<file path="config.mk">
export PLATFORM = sky130hd
export DESIGN_NAME = board_frame_scanner
export DESIGN_NICKNAME = d
export VERILOG_FILES = /design/src/rtl/connect_four_pkg.sv /design/src/rtl/row_packer.sv /design/src/rtl/board_frame_scanner.sv
export SDC_FILE = /design/constraint.sdc
export NUM_CORES = 1
export LEC_CHECK = 0
export ABC_AREA = 1
export BUFFER_PORTS_ARGS = -buffer_cell sky130_fd_sc_hd__buf_2
export CORE_UTILIZATION = 40
export DETAILED_ROUTE_END_ITERATION = 10
export GPL_TIMING_DRIVEN = 1
export PLACE_DENSITY = 0.59
export SETUP_SLACK_MARGIN = 0.05
export SYNTH_ARGS = -nofsm -noshare
export SYNTH_HDL_FRONTEND = slang
export SYNTH_HIERARCHICAL = 1
export SYNTH_SLANG_ARGS = --single-unit
</file>
<file path="constraint.sdc">
create_clock -name clk -period 4 [get_ports clk]
set_input_delay 0.2 -clock clk [delete_from_list [all_inputs] [get_ports clk]]
set_output_delay 0.2 -clock clk [all_outputs]
set_load 0.01 [all_outputs]
</file>
<file path="src/rtl/connect_four_pkg.sv">
// Shared constants and types for the board frame scanner: cell encodings,
// default board geometry and the scanner state enum.
package connect_four_pkg;

  localparam logic [1:0] EMPTY   = 2'b00;
  localparam logic [1:0] PLAYER1 = 2'b01;
  localparam logic [1:0] PLAYER2 = 2'b10;

  localparam int DEF_ROWS     = 8;
  localparam int DEF_COLS     = 8;
  localparam int DEF_ROW_BITS = 3;
  localparam int DEF_COL_BITS = 3;

  typedef enum logic [1:0] {IDLE, HDR, SCAN, OUT} scan_state_e;

endpackage

</file>
<file path="src/rtl/row_packer.sv">
// Packs one board row: inserts each 2-bit cell at its column slot once the
// read latency has elapsed. Holds its word untouched while no insert arrives.
module row_packer
  import connect_four_pkg::*;
#(
  parameter int COLS     = DEF_COLS,
  parameter int COL_BITS = DEF_COL_BITS,
  parameter int READ_LAT = 1
) (
  input  logic                  clk,
  input  logic                  rst_n,
  input  logic                  clr_i,
  input  logic                  load_i,
  input  logic [2*COLS-1:0]     load_word_i,
  input  logic                  addr_vld_i,
  input  logic [COL_BITS-1:0]   addr_col_i,
  input  logic [1:0]            cell_i,
  output logic [2*COLS-1:0]     word_o
);

  logic                  ins_vld;
  logic [COL_BITS-1:0]   ins_col;
  logic [COLS-1:0][1:0]  cells_q, cells_d;

  // Column index travels alongside the board read so the cell lands in its slot.
  generate
    if (READ_LAT == 0) begin : g_nodly
      assign ins_vld = addr_vld_i;
      assign ins_col = addr_col_i;
    end else begin : g_dly
      always_ff @(posedge clk or negedge rst_n) begin
        if (!rst_n) begin
          ins_vld <= 1'b0;
          ins_col <= '0;
        end else begin
          ins_vld <= addr_vld_i;
          ins_col <= addr_col_i;
        end
      end
    end
  endgenerate

  always_comb begin
    cells_d = cells_q;
    if (clr_i) begin
      cells_d = '0;
    end else if (load_i) begin
      cells_d = load_word_i;
    end else if (ins_vld) begin
      for (int c = 0; c < COLS; c++) begin
        if (ins_col == COL_BITS'(c)) cells_d[c] = cell_i;
      end
    end
  end

  always_ff @(posedge clk or negedge rst_n) begin
    if (!rst_n) cells_q <= '0;
    else        cells_q <= cells_d;
  end

  assign word_o = cells_q;

endmodule

</file>
<file path="src/rtl/board_frame_scanner.sv">
// Sweeps the board top row first, packs each row into one word and streams it
// out over valid/ready. Define SCAN_CURSOR_EN to prefix each frame with a header word.
module board_frame_scanner
  import connect_four_pkg::*;
#(
  parameter int ROWS     = DEF_ROWS,
  parameter int COLS     = DEF_COLS,
  parameter int ROW_BITS = DEF_ROW_BITS,
  parameter int COL_BITS = DEF_COL_BITS,
  parameter int READ_LAT = 1
) (
  input  logic                 clk,
  input  logic                 rst_n,
  input  logic                 frame_req,
  output logic [ROW_BITS-1:0]  row_read,
  output logic [COL_BITS-1:0]  col_read,
  input  logic [1:0]           cell_in,
  input  logic                 game_over,
  input  logic [2:0]           cur_col,
  input  logic [1:0]           cur_player,
  output logic                 m_valid,
  input  logic                 m_ready,
  output logic [2*COLS-1:0]    m_data,
  output logic [ROW_BITS-1:0]  m_row,
  output logic                 m_hdr,
  output logic                 m_last,
  output logic                 busy,
  output logic                 frame_done
);

  localparam int CNT_W = $clog2(COLS + READ_LAT + 1);
  localparam logic [CNT_W-1:0]    SCAN_END = CNT_W'(COLS + READ_LAT - 1);
  localparam logic [CNT_W-1:0]    CNT_COLS = CNT_W'(COLS);
  localparam logic [ROW_BITS-1:0] TOP_ROW  = ROW_BITS'(ROWS - 1);
  localparam logic [COL_BITS-1:0] LAST_COL = COL_BITS'(COLS - 1);

  scan_state_e          state_q, state_d;
  logic [ROW_BITS-1:0]  row_q, row_d;
  logic [COL_BITS-1:0]  col_q, col_d;
  logic [CNT_W-1:0]     cnt_q, cnt_d;
  logic                 pend_q, pend_d;
  logic                 done_q, done_d;
  logic                 start, xfer, issue_vld, pk_clr, pk_load;
  logic [2*COLS-1:0]    hdr_word;

`ifdef SCAN_CURSOR_EN
  always_comb begin
    hdr_word      = '0;
    hdr_word[5:0] = {game_over, cur_player, cur_col};
  end
`else
  logic unused_hdr_in;
  assign unused_hdr_in = ^{game_over, cur_player, cur_col};
  assign hdr_word      = '0;
`endif

  assign xfer  = m_valid & m_ready;
  // A request landing on the frame_done cycle goes through pending, not straight in.
  assign start = (state_q == IDLE) & (pend_q | (frame_req & ~done_q));

  always_comb begin
    state_d   = state_q;
    row_d     = row_q;
    col_d     = col_q;
    cnt_d     = cnt_q;
    pend_d    = pend_q;
    done_d    = 1'b0;
    issue_vld = 1'b0;
    pk_clr    = 1'b0;
    pk_load   = 1'b0;
    case (state_q)
      IDLE: begin
        if (start) begin
          row_d  = TOP_ROW;
          col_d  = '0;
          cnt_d  = '0;
          pend_d = 1'b0;
`ifdef SCAN_CURSOR_EN
          state_d = HDR;
          pk_load = 1'b1;
`else
          state_d = SCAN;
          pk_clr  = 1'b1;
`endif
        end
      end
      HDR: begin
        if (xfer) begin
          state_d = SCAN;
          pk_clr  = 1'b1;
        end
      end
      SCAN: begin
        issue_vld = (cnt_q < CNT_COLS);
        if (col_q != LAST_COL) col_d = col_q + COL_BITS'(1);
        if (cnt_q == SCAN_END) state_d = OUT;
        else                   cnt_d   = cnt_q + CNT_W'(1);
      end
      OUT: begin
        if (xfer) begin
          col_d = '0;
          if (row_q == '0) begin
            state_d = IDLE;
            done_d  = 1'b1;
          end else begin
            state_d = SCAN;
            row_d   = row_q - ROW_BITS'(1);
            cnt_d   = '0;
            pk_clr  = 1'b1;
          end
        end
      end
      default: state_d = IDLE;
    endcase
    if (frame_req && (state_q != IDLE || done_q) && !pend_d) pend_d = 1'b1;
  end

  always_ff @(posedge clk or negedge rst_n) begin
    if (!rst_n) begin
      state_q <= IDLE;
      row_q   <= '0;
      col_q   <= '0;
      cnt_q   <= '0;
      pend_q  <= 1'b0;
      done_q  <= 1'b0;
    end else begin
      state_q <= state_d;
      row_q   <= row_d;
      col_q   <= col_d;
      cnt_q   <= cnt_d;
      pend_q  <= pend_d;
      done_q  <= done_d;
    end
  end

  row_packer #(
    .COLS     (COLS),
    .COL_BITS (COL_BITS),
    .READ_LAT (READ_LAT)
  ) u_packer (
    .clk         (clk),
    .rst_n       (rst_n),
    .clr_i       (pk_clr),
    .load_i      (pk_load),
    .load_word_i (hdr_word),
    .addr_vld_i  (issue_vld),
    .addr_col_i  (col_q),
    .cell_i      (cell_in),
    .word_o      (m_data)
  );

  assign row_read   = row_q;
  assign col_read   = col_q;
  assign m_valid    = (state_q == OUT) || (state_q == HDR);
  assign m_last     = (state_q == OUT) && (row_q == '0);
  assign busy       = (state_q != IDLE);
  assign frame_done = done_q;
`ifdef SCAN_CURSOR_EN
  assign m_hdr = (state_q == HDR);
  assign m_row = (state_q == HDR) ? '0 : row_q;
`else
  assign m_hdr = 1'b0;
  assign m_row = row_q;
`endif

endmodule
</file>
Word level (Yosys, flattened, before mapping)
Index checks and enable logic that the tools add are counted.

cells by class
  add/sub/neg operators = 3
  multipliers = 0
  divide/modulo/power cells = 0
  order comparisons = 1
  equality and inequality tests = 19
  shift-type cells = 0
  mux-type cells = 41
  bitwise gates (word level) = 5
  reduce and logical (&&, ||, !) cells = 33

operator list
  cell                                                                    count
  16-bit two-way mux                                                      2
  2-bit two-way mux                                                       13
  2-bit nonzero test                                                      11
  3-bit two-way mux                                                       6
  4-bit two-way mux                                                       4
  2-bit AND reduction                                                     8
  2-bit != test (second input constant)                                   7
  3-bit equality test (second input constant)                             4
  4-bit one-hot mux with 3 select lines                                   1
  4-bit AND reduction                                                     3
  1-bit two-way mux                                                       11
  3-bit one-hot mux with 3 select lines                                   1
  2-bit one-hot mux with 4 select lines                                   1
  3-bit by 2-bit equality test with 1-bit output (second input constant)  2
  3-bit zero test                                                         2
  3-bit one-hot mux with 2 select lines                                   1
  5-bit AND reduction                                                     1
  4-bit by 1-bit adder with 4-bit output (second input constant)          1
  2-bit equality test (second input constant)                             2
  4-bit equality test (second input constant)                             1
  4-bit < comparator (second input constant)                              1
  3-bit by 1-bit adder with 3-bit output (second input constant)          1
  1-bit bitwise AND                                                       3
  3-bit by 1-bit equality test with 1-bit output (second input constant)  1
  11 further kinds                                                        14

storage, ports and cells
  register bits = 34
  bits in latches = 0
  memory bits (writable) = 0
  memory bits (read-only) = 0
  bits of input ports = 12
  output and inout bits = 30
  logic and storage cells = 118
  memories = 0

Depth between registers and ports, before layout
Gate-level depths: netlist of the first run.

  depth in word-level cells = 9
  depth in mapped cells = 12
  gate-level depth less buffers = 10

Modules after synthesis
Netlist of the first run, hierarchy kept.

modules (own cells, without submodules)
  module               instances  cells each  area each (um2)  seq. area each (um2)
  row_packer           1          137         1049.8           500.5
  board_frame_scanner  1          131         1029.7           350.3

Worst setup path after synthesis of the first run
No wires, ideal clock.

  path type = reg-to-reg
  start = register state_q[1]
  end = register u_packer.cells_q (netlist bit u_packer/word_o[0])
  library setup time = 0.116 ns
  arrival time = 1.564 ns
  data required time = 3.884 ns
  setup slack = 2.319 ns
  cell stages (with the launch flop) = 11
  path buffers = 2
  clock period less this slack = 1.681 ns
  path through = dfrtp_1 ha_1 inv_2 nand2_2 nand3_1 a21oi_1 buf_4 buf_2 a21oi_1 nand2_1 nand2_1

between the ends
  cells in the longest elaborated chain, start to end = 7
  elaborated cells between the ends (all ways) = 14
  those cells by class = eq/ne (2); mux (5); bitwise (2); reduce/logical (5)

ends and longest elaborated chain
  what                                                                                   line                                                   RTL
  start: declaration                                                                     board_frame_scanner.sv:37                              scan_state_e state_q, state_d;
  start signal: assignment                                                               board_frame_scanner.sv:127                             state_q <= state_d;
  2-bit equality test or 2-bit by 1-bit equality test with 1-bit output (tied branches)  board_frame_scanner.sv:154                             assign m_valid = (state_q == OUT) || (state_q == HDR);
  1-bit logical OR (*)                                                                   board_frame_scanner.sv:154
  via m_valid                                                                            board_frame_scanner.sv:21                              output logic m_valid,
  1-bit bitwise AND (*)                                                                  board_frame_scanner.sv:57                              assign xfer = m_valid & m_ready;
  1-bit two-way mux, on equally long branches                                            board_frame_scanner.sv:100, board_frame_scanner.sv:88
  1-bit one-hot mux with 3 select lines (*)                                              board_frame_scanner.sv:71                              case (state_q)
  via pk_clr                                                                             board_frame_scanner.sv:43                              logic start, xfer, issue_vld, pk_clr, pk_load;
  2-bit nonzero test (no source line)                                                    n/a
  2-bit AND reduction (no source line)                                                   n/a
  end signal: assignment                                                                 row_packer.sv:58                                       else cells_q <= cells_d;
  end: declaration                                                                       row_packer.sv:23                                       logic [COLS-1:0][1:0] cells_q, cells_d;

Mark *: on every way through the listed nets, which the timed path passes. The rest lies on a longest branch.
A chain may end at the register's enable or synchronous reset.

Worst setup path after layout of the first run
  start = register state_q[1]
  end = register u_packer.cells_q (netlist bit u_packer/word_o[12])

between the ends
  cells in the longest elaborated chain, start to end = 7
  elaborated cells between the ends (all ways) = 14
  those cells by class = eq/ne (2); mux (5); bitwise (2); reduce/logical (5)

ends and longest elaborated chain
  what                                                                                   line
  2-bit equality test or 2-bit by 1-bit equality test with 1-bit output (tied branches)  board_frame_scanner.sv:71, board_frame_scanner.sv:154
  1-bit logical OR                                                                       board_frame_scanner.sv:154
  1-bit bitwise AND                                                                      board_frame_scanner.sv:57
  1-bit two-way mux, on equally long branches                                            board_frame_scanner.sv:100, board_frame_scanner.sv:88
  1-bit one-hot mux with 3 select lines (*)                                              board_frame_scanner.sv:71
  via pk_clr                                                                             board_frame_scanner.sv:43
  2-bit nonzero test (no source line)                                                    n/a
  2-bit AND reduction (no source line)                                                   n/a

Marked as above.

==> impl_metrics.tcl, run 1 <==
set metrics [dict create \
    status "complete, but fails checks" \
    violations "negative hold slack" \
    fp-row-count 25 \
    finalSetupTns_ns 0 \
    cap_violations 0 \
    yosys_warnings 6 \
    hold_class "input pin to asynchronous set/reset pin" \
    nets 339 \
    cts-resized-gates 0 \
    max_slew.worst_pin.slew_ns 0.7611 \
    dieHeight_microns 74.10 \
    crit_chain "ha_1, inv_2, nand2_2, nand3_1, a21oi_1, buf_4, nor2_8, nand2_1, nand2_1, nand2_1" \
    ys_seq_elements 34 \
    combPwrFrac 0.501 \
    synth_area_sq_mm 0.002079 \
    core_sq_mm 0.004848 \
    final_util 0.4973 \
    place_congestion 0.7485 \
    dieArea_sq_mm 0.005491 \
    grt_pass1_wl_mm 6.886 \
    wirelength_mm 3.967 \
    cts_hold_buf 0 \
    crit_buf_inv 2 \
    path_class "register to register" \
    synth_cell_types 25 \
    period_needed_ns 1.977 \
    dr.pass1.iters 4 \
    p_int_mw 1.005 \
    pin_count 42 \
    max_freq_mhz 505.8 \
    grt_antenna_before_repair 0 \
    rr_worst_depth 10 \
    area_growth_pct 15.94 \
    grt_overflow 0 \
    drtIter0Drc 87 \
    initial_core_util 0.4289 \
    finalCritPeriodShare 0.4942 \
    hpwl_mm 2.877 \
    endpoint_kind "register" \
    arrival_ns 2.16 \
    holdWs_ns -0.01854 \
    cp_top_family "simple AND/OR/NAND/NOR gates" \
    grt_usage 0.1677 \
    cts_num_sinks 34 \
    cts_setup_buffers 0 \
    cp_slowest_stage_delay_ns 0.43 \
    cts_inserted_buffers 5 \
    grt_start_max_net_pins 35 \
    drc 0 \
    die_w_microns 74.10 \
    cts_tree "yes" \
    dr_total_vias 1724 \
    fin_cells 384 \
    slew_headroom 0.4926 \
    clk_path_buf_depth 2 \
    p_sw_mw 0.7932 \
    timing.rr.start "state_q[1]$_DFFE_PN0P_" \
    insertion_delay_ns 0.29 \
    n_antenna_cell 0 \
    cp.depth 10 \
    portBuffers 34 \
    sequentialPowerShare 0.324 \
    p_clk_frac 0.174 \
    ys_seq_area_frac 0.4091 \
    layout_common_cells "nand2_1, dfrtp_1, buf_2" \
    grt_pass1_vias 1544 \
    crit_start "state_q[1]$_DFFE_PN0P_" \
    setup.worst_path.start_class "register" \
    hold_violations 34 \
    cp.required_ns 4.18 \
    clk_pin_slew_ns 0.07 \
    rsz0062_at_grt "false" \
    drv_slew 0 \
    power_density_mw_per_mm2 745.8 \
    clock-root-buffer "clkbuf_8" \
    fin_worst_skew_ns 0.002784 \
    dp.cells 376 \
    p_leak_nw 1.324 \
    p_sw_frac 0.4412 \
    drive_gt1_frac 0.2208 \
    cp_max_fo 24 \
    viasPerCell 4.490 \
    wl_per_cell_microns 10.33 \
    layout_commonest_cell "nand2_1" \
    peakVddDrop_mv 0.3072 \
    h-tree-depth 2 \
    p_total_mw 1.798 \
    setup_viol 0 \
    slowest_stage "dfrtp_1" \
    netlist_instances 268 \
    cp_common_cell "nand2_1" \
    ant_nets 0 \
    avgSynthCellArea_sq_um 7.759 \
]
-- stage by stage --
step / instance area (sq um) / setup slack [ns]
floorplan: 2143 / 2.319
global placement: 2302 / 2.034
detailed placement: 2302 / 2.039
CTS: 2411 / 2.020
global route: 2411 / 1.817
finish: 2411 / 2.023
-- per-layer routing --
metal	part of all wire	vias to the layer above	track usage
met5	0	-	0
met3	0.031	7	0.04065
met2	0.46	24	0.2768
met4	0.016	0	0.06838
met1	0.49	772	0.2106
li1	-	921	-
-- sequential cells by signal (all words and copies together) (netlist names) --
name and flops:
u_packer/ins_vld 1, cnt_q 4, u_packer/word_o 16, frame_done 1
state_q 2, u_packer/ins_col 3, pend_q 1, m_row 3
col_read 3
-- worst register-to-register path, delay by kind of cell (launching register included) --
kind,cells,cell delay (ns)
flip-flops,1,0.43
adder cells (fa/ha/maj),1,0.31
AO/OA/AOI/OAI,1,0.07
buffers and inverters,2,0.31
AND/OR/NAND/NOR,6,0.75
-- power by group through the flow --
stage / Clock, mW / Sequential [mW] / Combinational (mW)
2_1_floorplan: 0 / 0.627 / 0.675
5_1_grt: 0.337 / 0.606 / 1.05
3_3_place_gp: 0 / 0.591 / 0.902
3_5_place_dp: 0 / 0.593 / 0.916
4_1_cts: 0.329 / 0.587 / 0.917
6_report: 0.314 / 0.583 / 0.901
-- Yosys cell counts --
cell type | count | area (sq um)
inv_2 | 2 | 7.510
nor2_1 | 10 | 37.54
inv_4 | 2 | 12.51
o21ai_1 | 3 | 15.01
nor2_2 | 1 | 6.260
nand4_1 | 2 | 12.51
or2_2 | 2 | 12.51
nand2_1 | 99 | 371.6
nand3_2 | 1 | 10.01
buf_8 | 1 | 15.01
buf_2 | 1 | 5.000
inv_1 | 22 | 82.58
dfrtp_1 | 34 | 850.8
buf_6 | 4 | 45.04
nand3_4 | 3 | 52.55
a21oi_1 | 18 | 90.09
conb_1 | 1 | 3.750
nand2_4 | 1 | 11.26
o21ai_0 | 9 | 45.04
buf_4 | 5 | 37.54
nor2_4 | 1 | 11.26
nand3_1 | 21 | 105.1
nand2_2 | 13 | 81.33
ha_1 | 11 | 137.6
nor2_8 | 1 | 20.02
-- worst paths after layout --
check	to	slack (ns)
hold reg to reg	u_packer/ins_col[1]$_DFF_PN0_	0.44
setup / recovery	u_packer/word_o[12]$_DFFE_PN0P_	2.02
hold / removal	u_packer/word_o[7]$_DFFE_PN0P_	-0.02
setup reg to reg	u_packer/word_o[12]$_DFFE_PN0P_	2.02
min in group clk	frame_done$_DFF_PN0_	0.20
max in group asynchronous	u_packer/word_o[8]$_DFFE_PN0P_	3.53
-- cell families (layout without fill, tap and decap cells) --
kind of cell,Yosys count,after routing,share of synthesized area
fa+ha+maj,11,11,0.06618
simple gates,155,155,0.3520
other cells,1,18,0.001803
buf+inv,37,69,0.09867
flops,34,34,0.4091
compound gates,30,30,0.07220
-- final cells by class --
cell class / count / area, sq um
Fill cell: 501 / 2437
Clock buffer: 5 / 68.82
Clock inverter: 3 / 40.04
Sequential cell: 34 / 850.8
Tap cell: 67 / 83.83
Multi-Input combinational cell: 214 / 1087
Inverter: 26 / 102.6
Timing Repair Buffer: 35 / 177.7
Power figures use the tool's default switching activity.
==> run 2, diff against run 1 <==
--- a/config.mk
+++ b/config.mk
@@ -5,7 +5,7 @@
 export SDC_FILE = /design/constraint.sdc
 export NUM_CORES = 1
 export LEC_CHECK = 0
-export ABC_AREA = 1
+export ABC_AREA = 0
 export BUFFER_PORTS_ARGS = -buffer_cell sky130_fd_sc_hd__buf_2
 export CORE_UTILIZATION = 40
 export DETAILED_ROUTE_END_ITERATION = 10
==> constraint.sdc (replaced) <==
create_clock -name clk -period 2 [get_ports clk]
set_input_delay 0.1 -clock clk [delete_from_list [all_inputs] [get_ports clk]]
set_output_delay 0.1 -clock clk [all_outputs]
set_load 0.01 [all_outputs]
==> impl_metrics.tcl, run 2 <==
set metrics [dict create \
    status "completed" \
    setup.worst_path.start_class "register" \
    dieArea_sq_mm 0.005282 \
    place_congestion 0.8018 \
    clk_pin_slew_ns 0.07 \
    insertion_delay_ns 0.30 \
    grt_pass1_wl_mm 6.934 \
    wirelength_mm 4.048 \
    drv_slew 0 \
    multi_input_area_sq_mm 0.001204 \
    layout_common_cells "buf_2, dfrtp_1, nand2_1" \
    setup_viol 0 \
    p_clk_frac 0.213 \
    ys_seq_elements 34 \
    regToRegSetupSlack_ns 0.07 \
    cp_top_family "compound AO/OA/AOI/OAI gates" \
    dr_total_vias 1566 \
    drive_gt1_frac 0.4015 \
    path_class "register to register" \
    regArea_sq_um 853.3 \
    largest_reg_flops 16 \
    period_needed_ns 1.935 \
    postPlaceCellArea_sq_mm 0.002385 \
    fin_cells 331 \
    n_antenna_cell 0 \
    ys_seq_area_frac 0.4258 \
    hold_class "input pin to register" \
    sequentialPowerShare 0.315 \
    drtIter0Drc 43 \
    hold_violations 0 \
    synth_area_sq_mm 0.001998 \
    avgSynthCellArea_sq_um 10.09 \
    cts_tree "yes" \
    p_sw_mw 1.381 \
    synth.area.top_cells "dfrtp_1, ha_1, a21oi_1, mux2_1, mux2_2" \
    cts_inserted_buffers 5 \
    arrival_ns 2.12 \
    synth_cell_types 47 \
    dieHeight_microns 72.68 \
    grt_antenna_before_repair 0 \
    cts_num_sinks 34 \
    cp_slowest_stage_delay_ns 0.45 \
    grt_overflow 0 \
    dr.pass1.iters 4 \
    p_sw_frac 0.3660 \
    viasPerCell 4.731 \
    cp_max_fo 5 \
    endpoint_kind "register" \
    area_growth_pct 32.69 \
    max_slew.worst_pin.slew_ns 0.7469 \
    core_sq_mm 0.004755 \
    synth-async-reset-ratio 1.000 \
    holdWs_ns 0.06295 \
    power_density_mw_per_mm2 1423 \
    layout_commonest_cell "buf_2" \
    initial_core_util 0.4203 \
    grt_start_max_net_pins 35 \
    slowest_stage "dfrtp_2" \
    max_freq_mhz 516.8 \
    nets 286 \
    crit_buf_inv 0 \
    hpwl_mm 2.806 \
    fin_worst_skew_ns 0.006526 \
    cap_violations 0 \
    fp-row-count 25 \
    synth_ff_type "dfrtp_1" \
    clk_path_buf_depth 2 \
    finalCritPeriodShare 0.9674 \
    pin_count 42 \
    finalSetupTns_ns 0 \
    num-fill-cells 435 \
    synth_top_area_frac 0.4258 \
    ant_nets 0 \
    peakVddDrop_mv 0.7366 \
    yosys_warnings 6 \
    grt_pass1_vias 1488 \
    yosys-top-cells-count "dfrtp_1, a21oi_1, nand2_1" \
    netlist_instances 198 \
    rsz0062_at_grt "true" \
    slew_headroom 0.5020 \
    die_w_microns 72.68 \
    crit_chain "ha_4, a21boi_4, o21ai_2, a21oi_2, or2_4, a31oi_4, mux2_4" \
    synth.largest_area_cell "dfrtp_1" \
    wl_per_cell_microns 12.23 \
    h-tree-depth 2 \
    dp.cells 317 \
    drc 0 \
    synth.most_common_cell "dfrtp_1" \
    cp.required_ns 2.18 \
    final_util 0.5576 \
    stdcell_area_sq_mm 0.002651 \
    p_leak_nw 1.266 \
    portBuffers 34 \
    clock-root-buffer "clkbuf_8" \
    combPwrFrac 0.472 \
    synth-edff-count 0 \
    p_int_mw 2.393 \
    grt_usage 0.1744 \
]
-- run 2: what timing repair did --
action | CTS | global route
pin swaps | 2 | 5
endpoints found under the hold margin | 34 | 0
setup buffers | 2 | 3
hold buffers | 1 | 0
endpoints found under the setup margin | 16 | 22
gates resized for setup | 0 | 18
-- run 2: final cells by class --
type	instances	area share
Timing Repair Buffer	53	0.1203
Multi-Input combinational cell	156	0.4540
Clock buffer	6	0.03115
Tap cell	67	0.03162
Sequential cell	34	0.3219
Inverter	13	0.01840
Clock inverter	2	0.02265
-- run 2: through the flow --
| stage | power, mW | worst slack (ns) |
|---|---|---|
| after floorplan | 2.313 | -0.06113 |
| after global placement | 2.814 | 0.03194 |
| after detailed placement | 2.828 | 0.01046 |
| after CTS | 3.644 | 0.04426 |
| after global routing | 4.075 | -0.01587 |
| final | 3.774 | 0.06513 |
-- run 2: worst paths after layout --
path	start	to	cells after the start
worst max-delay path	state_q[0]$_DFFE_PN0P_	u_packer/word_o[8]$_DFFE_PN0P_	7
min in group asynchronous	rst_n	u_packer/word_o[2]$_DFFE_PN0P_	2
worst min-delay path	frame_req	pend_q$_DFF_PN0_	3
max in group asynchronous	rst_n	state_q[1]$_DFFE_PN0P_	2
worst max register to register	state_q[0]$_DFFE_PN0P_	u_packer/word_o[8]$_DFFE_PN0P_	7
worst min register to register	col_read[2]$_DFFE_PN0P_	u_packer/ins_col[2]$_DFF_PN0_	0
-- run 2: metal layers --
metal	vias to the layer above	global-route usage	wire [microns]
li1	799	-	-
met1	737	0.2080	1823
met2	26	0.2949	2018
met3	4	0.05387	148
met4	0	0.06536	58
met5	-	0	0
-- run 2: worst min-delay path: cells and delay by family --
kind                   cells  cell delay [ns]
AOI/OAI and AO/OA          2             0.13
buffers and inverters      1             0.08
-- run 2: power groups by stage --
stage	sequential, mW	clock, mW	combinational (mW)
after floorplan	1.27	0	1.04
after global placement	1.19	0	1.62
after detailed placement	1.19	0	1.63
after CTS	1.18	0.824	1.64
after global routing	1.24	0.850	1.99
final	1.19	0.804	1.78
-- run 2: cells by family after synthesis --
| kind of cell | share of synthesized area |
|---|---|
| compound gates | 0.1691 |
| fa+ha+maj | 0.06888 |
| buf+inv | 0.06950 |
| flops | 0.4258 |
| mux | 0.1052 |
| other cells | 0.001877 |
| simple gates | 0.1597 |
==> run 3, diff against run 2 <==
--- a/config.mk
+++ b/config.mk
@@ -7,10 +7,11 @@
 export LEC_CHECK = 0
 export ABC_AREA = 0
 export BUFFER_PORTS_ARGS = -buffer_cell sky130_fd_sc_hd__buf_2
-export CORE_UTILIZATION = 40
+export CORE_UTILIZATION = 54
 export DETAILED_ROUTE_END_ITERATION = 10
 export GPL_TIMING_DRIVEN = 1
-export PLACE_DENSITY = 0.59
+export PLACE_DENSITY = 0.77
+export REMOVE_ABC_BUFFERS = 1
 export SETUP_SLACK_MARGIN = 0.05
 export SYNTH_ARGS = -nofsm -noshare
 export SYNTH_HDL_FRONTEND = slang
==> impl_metrics.tcl, run 3 (synthesis gave the netlist of run 2 again) <==
set metrics [dict create \
    status "completed" \
    hpwl_mm 2.825 \
    h-tree-depth 2 \
    peakVddDrop_mv 0.8961 \
    hold_class "input pin to register" \
    layout_common_cells "dfrtp_1, buf_2, nand2_1" \
    crit_start "state_q[0]$_DFFE_PN0P_" \
    layout_setup_ws_ns 0.06171 \
    grt_antenna_before_repair 0 \
    final_util 0.7285 \
    cts_num_sinks 34 \
    wl_per_cell_microns 13.48 \
    dieArea_sq_mm 0.003948 \
    slew_headroom 0.5009 \
    finalSetupTns_ns 0 \
    max_freq_mhz 515.9 \
    drv_slew 0 \
    viasPerCell 5.287 \
    cts_inserted_buffers 5 \
    fp-row-count 21 \
    finalCritPeriodShare 0.9691 \
    drc 0 \
    grt_overflow 0 \
    power_density_mw_per_mm2 1366 \
    dr_total_vias 1623 \
    endpoint_kind "register" \
    fin_worst_skew_ns 0.005608 \
    grt_usage 0.2315 \
    largest_reg_flops 16 \
    pin_count 42 \
    area_growth_pct 25.49 \
    grt_start_max_net_pins 35 \
    clock-root-buffer "clkbuf_8" \
    hold_depth 3 \
    drtIter0Drc 89 \
    drive_gt1_frac 0.3793 \
    n_antenna_cell 0 \
    die_w_microns 62.83 \
    dieHeight_microns 62.83 \
    rr_worst_depth 7 \
    stdcell_area_sq_mm 0.002507 \
    p_total_mw 3.424 \
    portBuffers 34 \
    grt_pass1_wl_mm 7.086 \
    initial_core_util 0.5805 \
    timing.rr.start "state_q[0]$_DFFE_PN0P_" \
    hold_path_startpoint "frame_req" \
    p_leak_nw 1.207 \
    clk_pin_slew_ns 0.07 \
    rsz0062_at_grt "true" \
    period_needed_ns 1.938 \
    clk_path_buf_depth 2 \
    hold_violations 0 \
    arrival_ns 2.11 \
    path_class "register to register" \
    place_ws_ns -0.006612 \
    grt_pass1_vias 1618 \
    cap_violations 0 \
    core_sq_mm 0.003442 \
    dr.pass1.iters 4 \
    setup_viol 0 \
    cp_max_fo 5 \
    max_slew.worst_pin.slew_ns 0.7486 \
    place_congestion 0.8036 \
    wirelength_mm 4.139 \
    cts_tree "yes" \
    setup.worst_path.start_class "register" \
    cp.required_ns 2.17 \
    ant_nets 0 \
    insertion_delay_ns 0.29 \
    nets 283 \
    postPlaceCellArea_sq_mm 0.002308 \
]
## run 3: cell types whose count changed in the layout (fill, tap and decap cells not counted), sizes merged
cell      delta
buf          -3
bufinv       -2
clkinv       +1
clkinvlp     +1
## run 3: metal layers
| metal | track usage | share of wire |
|---|---|---|
| met4 | 0.08430 | 0.019 |
| met5 | 0 | 0 |
| met3 | 0.06022 | 0.050 |
| met1 | 0.2661 | 0.42 |
| met2 | 0.4103 | 0.51 |
## run 3: worst paths after layout
kind	endpoint	slack, ns
max	u_packer/word_o[8]$_DFFE_PN0P_	0.06
max in group asynchronous	state_q[1]$_DFFE_PN0P_	1.11
max reg2reg	u_packer/word_o[8]$_DFFE_PN0P_	0.06
min reg2reg	u_packer/ins_col[2]$_DFF_PN0_	0.47
min in group asynchronous	u_packer/word_o[2]$_DFFE_PN0P_	0.40
min	pend_q$_DFF_PN0_	0.07
## run 3: area by class of cell
type | instances | area (sq um)
clock buffer | 6 | 82.58
clock inverter | 2 | 12.51
fill | 268 | 934.6
inverter | 13 | 48.80
multi-input combinational | 156 | 1159
sequential | 34 | 850.8
tap | 46 | 57.56
timing repair buffer | 50 | 296.5
## run 3: metrics by stage
step | cells | hold slack [ns]
after CTS | 306 | 0.05792
after floorplan | 203 | -0.1956
after global placement | 297 | 0.2076
after global routing | 307 | 0.1097
after detailed placement | 297 | 0.2029
final | 307 | 0.06687
## run 3: timing repair
action,CTS,global route
pin swaps,0,4
hold buffers,1,0
endpoints found under the setup margin,7,19
resized for setup,2,19
hold endpoints to repair,34,0
buffers inserted,0,1
## run 3: worst max-delay path, stage by stage (launching register included)
cell	delay [ns]
dfrtp_1	0.41
ha_2	0.20
a21boi_1	0.13
o21ai_2	0.15
a21oi_2	0.09
or2_4	0.31
a31oi_4	0.20
mux2_4	0.33
## run 3: power by group
group          total, mW  leakage (nW)  internal [mW]  switching [mW]
registers           1.18         0.413          0.955           0.229
logic               1.71         0.747          0.834           0.872
clock network      0.535        0.0472          0.277           0.259
total               3.42          1.21           2.06            1.36
